## src/rtl/tdm_pkg.sv

```systemverilog
// Shared TDM link definitions: frame-lock state encoding and default frame geometry.
// Used by both the transmit mux and the receive demux.
package tdm_pkg;

    localparam int N_CH_DEF  = 8;
    localparam int SEL_W_DEF = 3;

    typedef enum logic {
        ST_IDLE = 1'b0,
        ST_RUN  = 1'b1
    } tdm_state_t;

endpackage : tdm_pkg

```

## src/rtl/tdm_demux_slot_dec.sv

```systemverilog
// Slot index to one-hot bit-enable decoder for the receive shadow register.
// Mirrors the transmit-side mux tree: exactly one enable per captured slot.
module slot_dec #(
    parameter int N_CH  = tdm_pkg::N_CH_DEF,
    parameter int SEL_W = tdm_pkg::SEL_W_DEF
) (
    input  logic [SEL_W-1:0] sel,
    input  logic             en,
    output logic [N_CH-1:0]  onehot
);

    always_comb begin
        onehot = '0;
        for (int k = 0; k < N_CH; k++) begin
            onehot[k] = en && (sel == SEL_W'(k));
        end
    end

endmodule : slot_dec

```

## src/rtl/tdm_demux.sv

```systemverilog
// Receive end of the TDM serial link: routes one bit per slot strobe into a shadow
// register and publishes each completed frame on dout with a one-cycle frame_valid.
module tdm_demux
    import tdm_pkg::*;
#(
    parameter int N_CH  = N_CH_DEF,
    parameter int SEL_W = SEL_W_DEF
) (
    input  logic             clk,
    input  logic             rst_n,
    input  logic             din,
    input  logic             din_en,
    input  logic             frame_sync,
    output logic [N_CH-1:0]  dout,
    output logic             frame_valid,
    output logic [SEL_W-1:0] slot_idx,
    output logic             sync_err,
    output logic             locked
);

    localparam logic [SEL_W-1:0] SLOT_LAST = SEL_W'(N_CH - 1);

    tdm_state_t       state;
    tdm_state_t       state_nxt;
    logic [SEL_W-1:0] slot_nxt;
    logic [SEL_W-1:0] cap_sel;
    logic             cap_en;
    logic             frame_done;
    logic             err_nxt;
    logic [N_CH-1:0]  cap_onehot;
    logic [N_CH-1:0]  shadow;
    logic [N_CH-1:0]  shadow_nxt;

    // Valid/ready is not used here: din_en is a pure strobe, one slot per asserted cycle,
    // and frame_sync is meaningful only in a cycle where din_en is also high.

    always_ff @(posedge clk or negedge rst_n) begin
        if (!rst_n) begin
            state <= ST_IDLE;
        end else begin
            state <= state_nxt;
        end
    end

    always_comb begin
        state_nxt  = state;
        slot_nxt   = slot_idx;
        cap_en     = 1'b0;
        cap_sel    = slot_idx;
        frame_done = 1'b0;
        err_nxt    = 1'b0;
        if (din_en) begin
            case (state)
                ST_IDLE: begin
                    if (frame_sync) begin
                        cap_en    = 1'b1;
                        cap_sel   = '0;
                        slot_nxt  = SEL_W'(1);
                        state_nxt = ST_RUN;
                    end
                end
                ST_RUN: begin
                    if (frame_sync) begin
                        // Sync always restarts at slot 0; mid-frame sync drops the partial frame.
                        cap_en   = 1'b1;
                        cap_sel  = '0;
                        slot_nxt = SEL_W'(1);
                        err_nxt  = (slot_idx != '0);
                    end else if (slot_idx == '0) begin
                        err_nxt   = 1'b1;
                        state_nxt = ST_IDLE;
                    end else begin
                        cap_en = 1'b1;
                        if (slot_idx == SLOT_LAST) begin
                            slot_nxt   = '0;
                            frame_done = 1'b1;
                        end else begin
                            slot_nxt = slot_idx + 1'b1;
                        end
                    end
                end
                default: begin
                    state_nxt = ST_IDLE;
                end
            endcase
        end
    end

    slot_dec #(
        .N_CH  (N_CH),
        .SEL_W (SEL_W)
    ) u_slot_dec (
        .sel    (cap_sel),
        .en     (cap_en),
        .onehot (cap_onehot)
    );

    assign shadow_nxt = (shadow & ~cap_onehot) | (cap_onehot & {N_CH{din}});

    always_ff @(posedge clk or negedge rst_n) begin
        if (!rst_n) begin
            shadow      <= '0;
            dout        <= '0;
            slot_idx    <= '0;
            frame_valid <= 1'b0;
            sync_err    <= 1'b0;
        end else begin
            shadow      <= shadow_nxt;
            slot_idx    <= slot_nxt;
            frame_valid <= frame_done;
            sync_err    <= err_nxt;
            // The last slot's bit is merged on the same edge it is captured.
            if (frame_done) begin
                dout <= shadow_nxt;
            end
        end
    end

    assign locked = (state == ST_RUN);

endmodule : tdm_demux

```

## config.mk

```make
export PLATFORM = sky130hd
export DESIGN_NAME = tdm_demux
export DESIGN_NICKNAME = d
export VERILOG_FILES = /design/src/rtl/tdm_pkg.sv /design/src/rtl/tdm_demux_slot_dec.sv /design/src/rtl/tdm_demux.sv
export SDC_FILE = /design/constraint.sdc
export NUM_CORES = 1
export LEC_CHECK = 0
export BUFFER_PORTS_ARGS = -buffer_cell sky130_fd_sc_hd__buf_2
export CAP_MARGIN = 10
export CORE_UTILIZATION = 48
export CTS_CLUSTER_DIAMETER = 50
export DETAILED_ROUTE_END_ITERATION = 10
export GPL_TIMING_DRIVEN = 0
export PLACE_DENSITY = 0.84
export REMOVE_ABC_BUFFERS = 1
export SLEW_MARGIN = 20
export SYNTH_ARGS = -nofsm -noshare
export SYNTH_HDL_FRONTEND = slang
export SYNTH_SLANG_ARGS = --single-unit
```

## constraint.sdc

```tcl
create_clock -name clk -period 2.23 [get_ports clk]
set_input_delay 0.446 -clock clk [delete_from_list [all_inputs] [get_ports clk]]
set_output_delay 0.446 -clock clk [all_outputs]
set_load 0.1 [all_outputs]
```

==> metrics.txt <==
Tcrit/Tclk final=a little over nine tenths; final slew viol count=0; # DRC=0; die height=between 40 and 50 µm; CP Data Arrival Time=approximately 2.3 ns; Synth Area in Simple Gates=14.4%; Switching Fraction=51.9%; clock slew at reported path FFs=between 0.1 and 0.15 ns; count of clock tree sinks=22; Clk pwr share=a little under an eighth; share of flip-flops with an asynchronous set or reset=between 90% and 100%; Hold WC Path Type=in2async; CTS tree=built; worst slew pin tran=approximately 0.64 ns; Root Driver=clkbuf_4; Slowest cell on crit path=dfrtp_2; sequential share of power=about 33%; HPWL Detailed=between 1 and 1.5 mm; Reg area=between 500 and 600 µm²; Synth Area in Adders=between 4 and 5%; CTS H-tree lvls=1; Inserted Clock Buffers=3; number of detailed-route iterations in the first pass=4; Die Wd=between 40 and 50 µm; most common cell after layout, fill and taps aside=dfrtp_1; Reg2Reg Depth=8; Worst VDD drop=between 0.8 and 0.9 mV; Yosys warning total=0; die area=between 2000 and 2500 µm²; Post-Syn Instances=a little under 90; min Tclk post-route=2.10 ns; diode count=0; combinational power share=between 50% and 60%; Most Frequent Cell on Critical Path=ha_1; synthesis-to-layout area growth=18.0%; Final Hold Viols=0; R2R setup slack=~0.13 ns; Mean Syn Cell Area=between 10 and 15 µm²; achievable clock frequency=~480 MHz; complex-gate fraction of the synthesized area=13.7%; maxcap violations=0; worst hold slack=about 0.076 ns; Initial Utilization=52.1%; Total Wirelength=~2.0 mm; register area share after synthesis=52.8%; R2R Path End=dout[1]; Sw Pwr=958 µW; Routed WL per cell=~15 µm; PD cells=around 1500 nW/µm²; Worst slew margin=57.4%; worst reg2reg path startpoint=slot_idx[1]; pin count of the biggest net entering global routing=23; area of the core=2000 µm²; Synth Cell Area=1040 µm²; Cell variety after synth=26; multiplexer share of the synthesized area=approximately a tenth; total gr overflow=0; crit path max fanout=7; CP peak stage delay=about 0.38 ns; Setup crit end kind=register; Synth area leader=dfrtp_1; routability-driven placement congestion ratio=about 0.79; clock skew=between 0.001 and 0.0015 ns; first-pass GRT wire length=3.30 mm; Startpoint Class=register; multi-input logic area=485 µm²; DR iter-0 viols=9; CP startpoint=slot_idx[1]; Int Pwr=between 800 and 900 µW; GRT Resource Usage Total=between 15 and 20%; NumNets Final=116; largest family of logic cells by synthesized area=simple AND/OR/NAND/NOR gates; Static Leak=0.580 nW; Critical Path RT=approximately 2.4 ns; Area contributors post-synth=dfrtp_1, mux2_2, o31ai_1, ha_1, o21ai_0; clk_lat worst skew=0.31 ns; Ports=19; RSZ-0062 raised after global routing=no; WS Path Type=reg2reg; CP endpoint=dout[1]; Hold Buf Count CTS=0; most frequent cells in the layout=dfrtp_1, buf_2, mux2_2; IO Port Bufs=18; Bufs on Longest Clock Path=2; Avg Vias per Cell=5.80; initial antenna violation count=0; run status=completed; Cell Chain, Critical Path=inv_1 -> ha_1 -> nor2b_4 -> ha_1 -> nand4bb_4 -> o31ai_2 -> o31ai_1 -> mux2_2; setup TNS=0 ns; Yosys top cell area share=a little over half; Routed Antenna Nets=0; share of cells above drive strength 1=41.5%; Seq cells post-synth=22; ys flop type=dfrtp_1; vias in the first global route=746; number of synthesized flops with an enable pin=0; XOR/XNOR share of the synthesized area=0%; Final Power=1.85 mW; via count=771; site row count=16; final setup fails=0; fillers=roughly 170
-- power by group through the flow --
| stage | clock (mW) | sequential (mW) | combinational, mW |
|---|---|---|---|
| 3_5_place_dp | 0 | 0.643 | 0.889 |
| 4_1_cts | 0.223 | 0.594 | 0.981 |
| 6_report | 0.222 | 0.608 | 1.02 |
| 3_3_place_gp | 0 | 0.634 | 0.858 |
| 5_1_grt | 0.242 | 0.625 | 1.07 |
| 2_1_floorplan | 0 | 1.04 | 0.319 |
-- cell families after synthesis --
logic type,count (synthesis)
buffers and inverters,11
AOI/OAI and AO/OA,23
muxes,9
DFF,22
and+or+nand+nor,20
adders and majority gates,4
-- sequential cells by signal, indices dropped and copies added (netlist names) --
signal       flops
locked           1
frame_valid      1
dout             8
shadow           8
slot_idx         3
sync_err         1
-- synthesized netlist by cell type (2+ instances only) --
master / instances
o21ai_0: 8
o22ai_1: 2
a21oi_1: 3
mux2_2: 9
nand2b_1: 3
dfrtp_1: 22
nand2_1: 5
nor4b_1: 3
ha_1: 4
clkbuf_1: 2
inv_1: 4
buf_2: 4
o31ai_1: 7
-- timing repair --
item,4_1_cts,5_1_grt
cloned,0,0
gates resized for setup,5,6
setup endpoints to repair,15,8
setup buffers,2,0
pin swaps,0,1
-- through the flow --
stage	instance area, µm²	setup WS [ns]	utilization, %	instances
floorplan	1010	-0.793	-	82
CTS	1210	0.0152	60.3	133
finish	1230	0.129	61.4	133
global placement	1130	-0.251	56.6	127
detailed placement	1130	-0.421	56.6	127
global route	1230	0.0180	61.4	133
-- worst max-delay path, delay by kind of cell (launching register included) --
family                     cells  cell delay (ns)
and+or+nand+nor                2             0.45
adders and majority gates      2             0.44
AOI/OAI and AO/OA              2             0.41
DFF                            1             0.38
muxes                          1             0.28
buffers and inverters          1             0.05
-- metal layers --
metal	share of wire, %	global-route usage, %	vias to the layer above
met2	47	30.8	21
li1	-	-	358
met3	4.2	4.09	2
met4	0.50	4.41	0
met5	0	0	-
met1	48	23.4	390
-- area by class of cell --
| cell class | instances | share of cell area [%] |
|---|---|---|
| Inverter | 4 | 1.22 |
| Sequential cell | 22 | 45.1 |
| Tap cell | 27 | 2.75 |
| Multi-Input combinational cell | 56 | 39.5 |
| Clock buffer | 4 | 2.95 |
| Timing Repair Buffer | 20 | 8.55 |
-- how the worst min path moves through the flow --
stage / slack (ns) / startpoint / endpoint / cells past startpoint
floorplan: 0.15 / rst_n / dout[0] / 0
global placement: 0.43 / rst_n / sync_err / 1
detailed placement: 0.44 / rst_n / sync_err / 1
CTS: 0.10 / rst_n / shadow[2] / 1
global route: 0.1 / rst_n / sync_err / 1
finish: 0.08 / rst_n / sync_err / 1
Power figures use the tool's default switching activity.
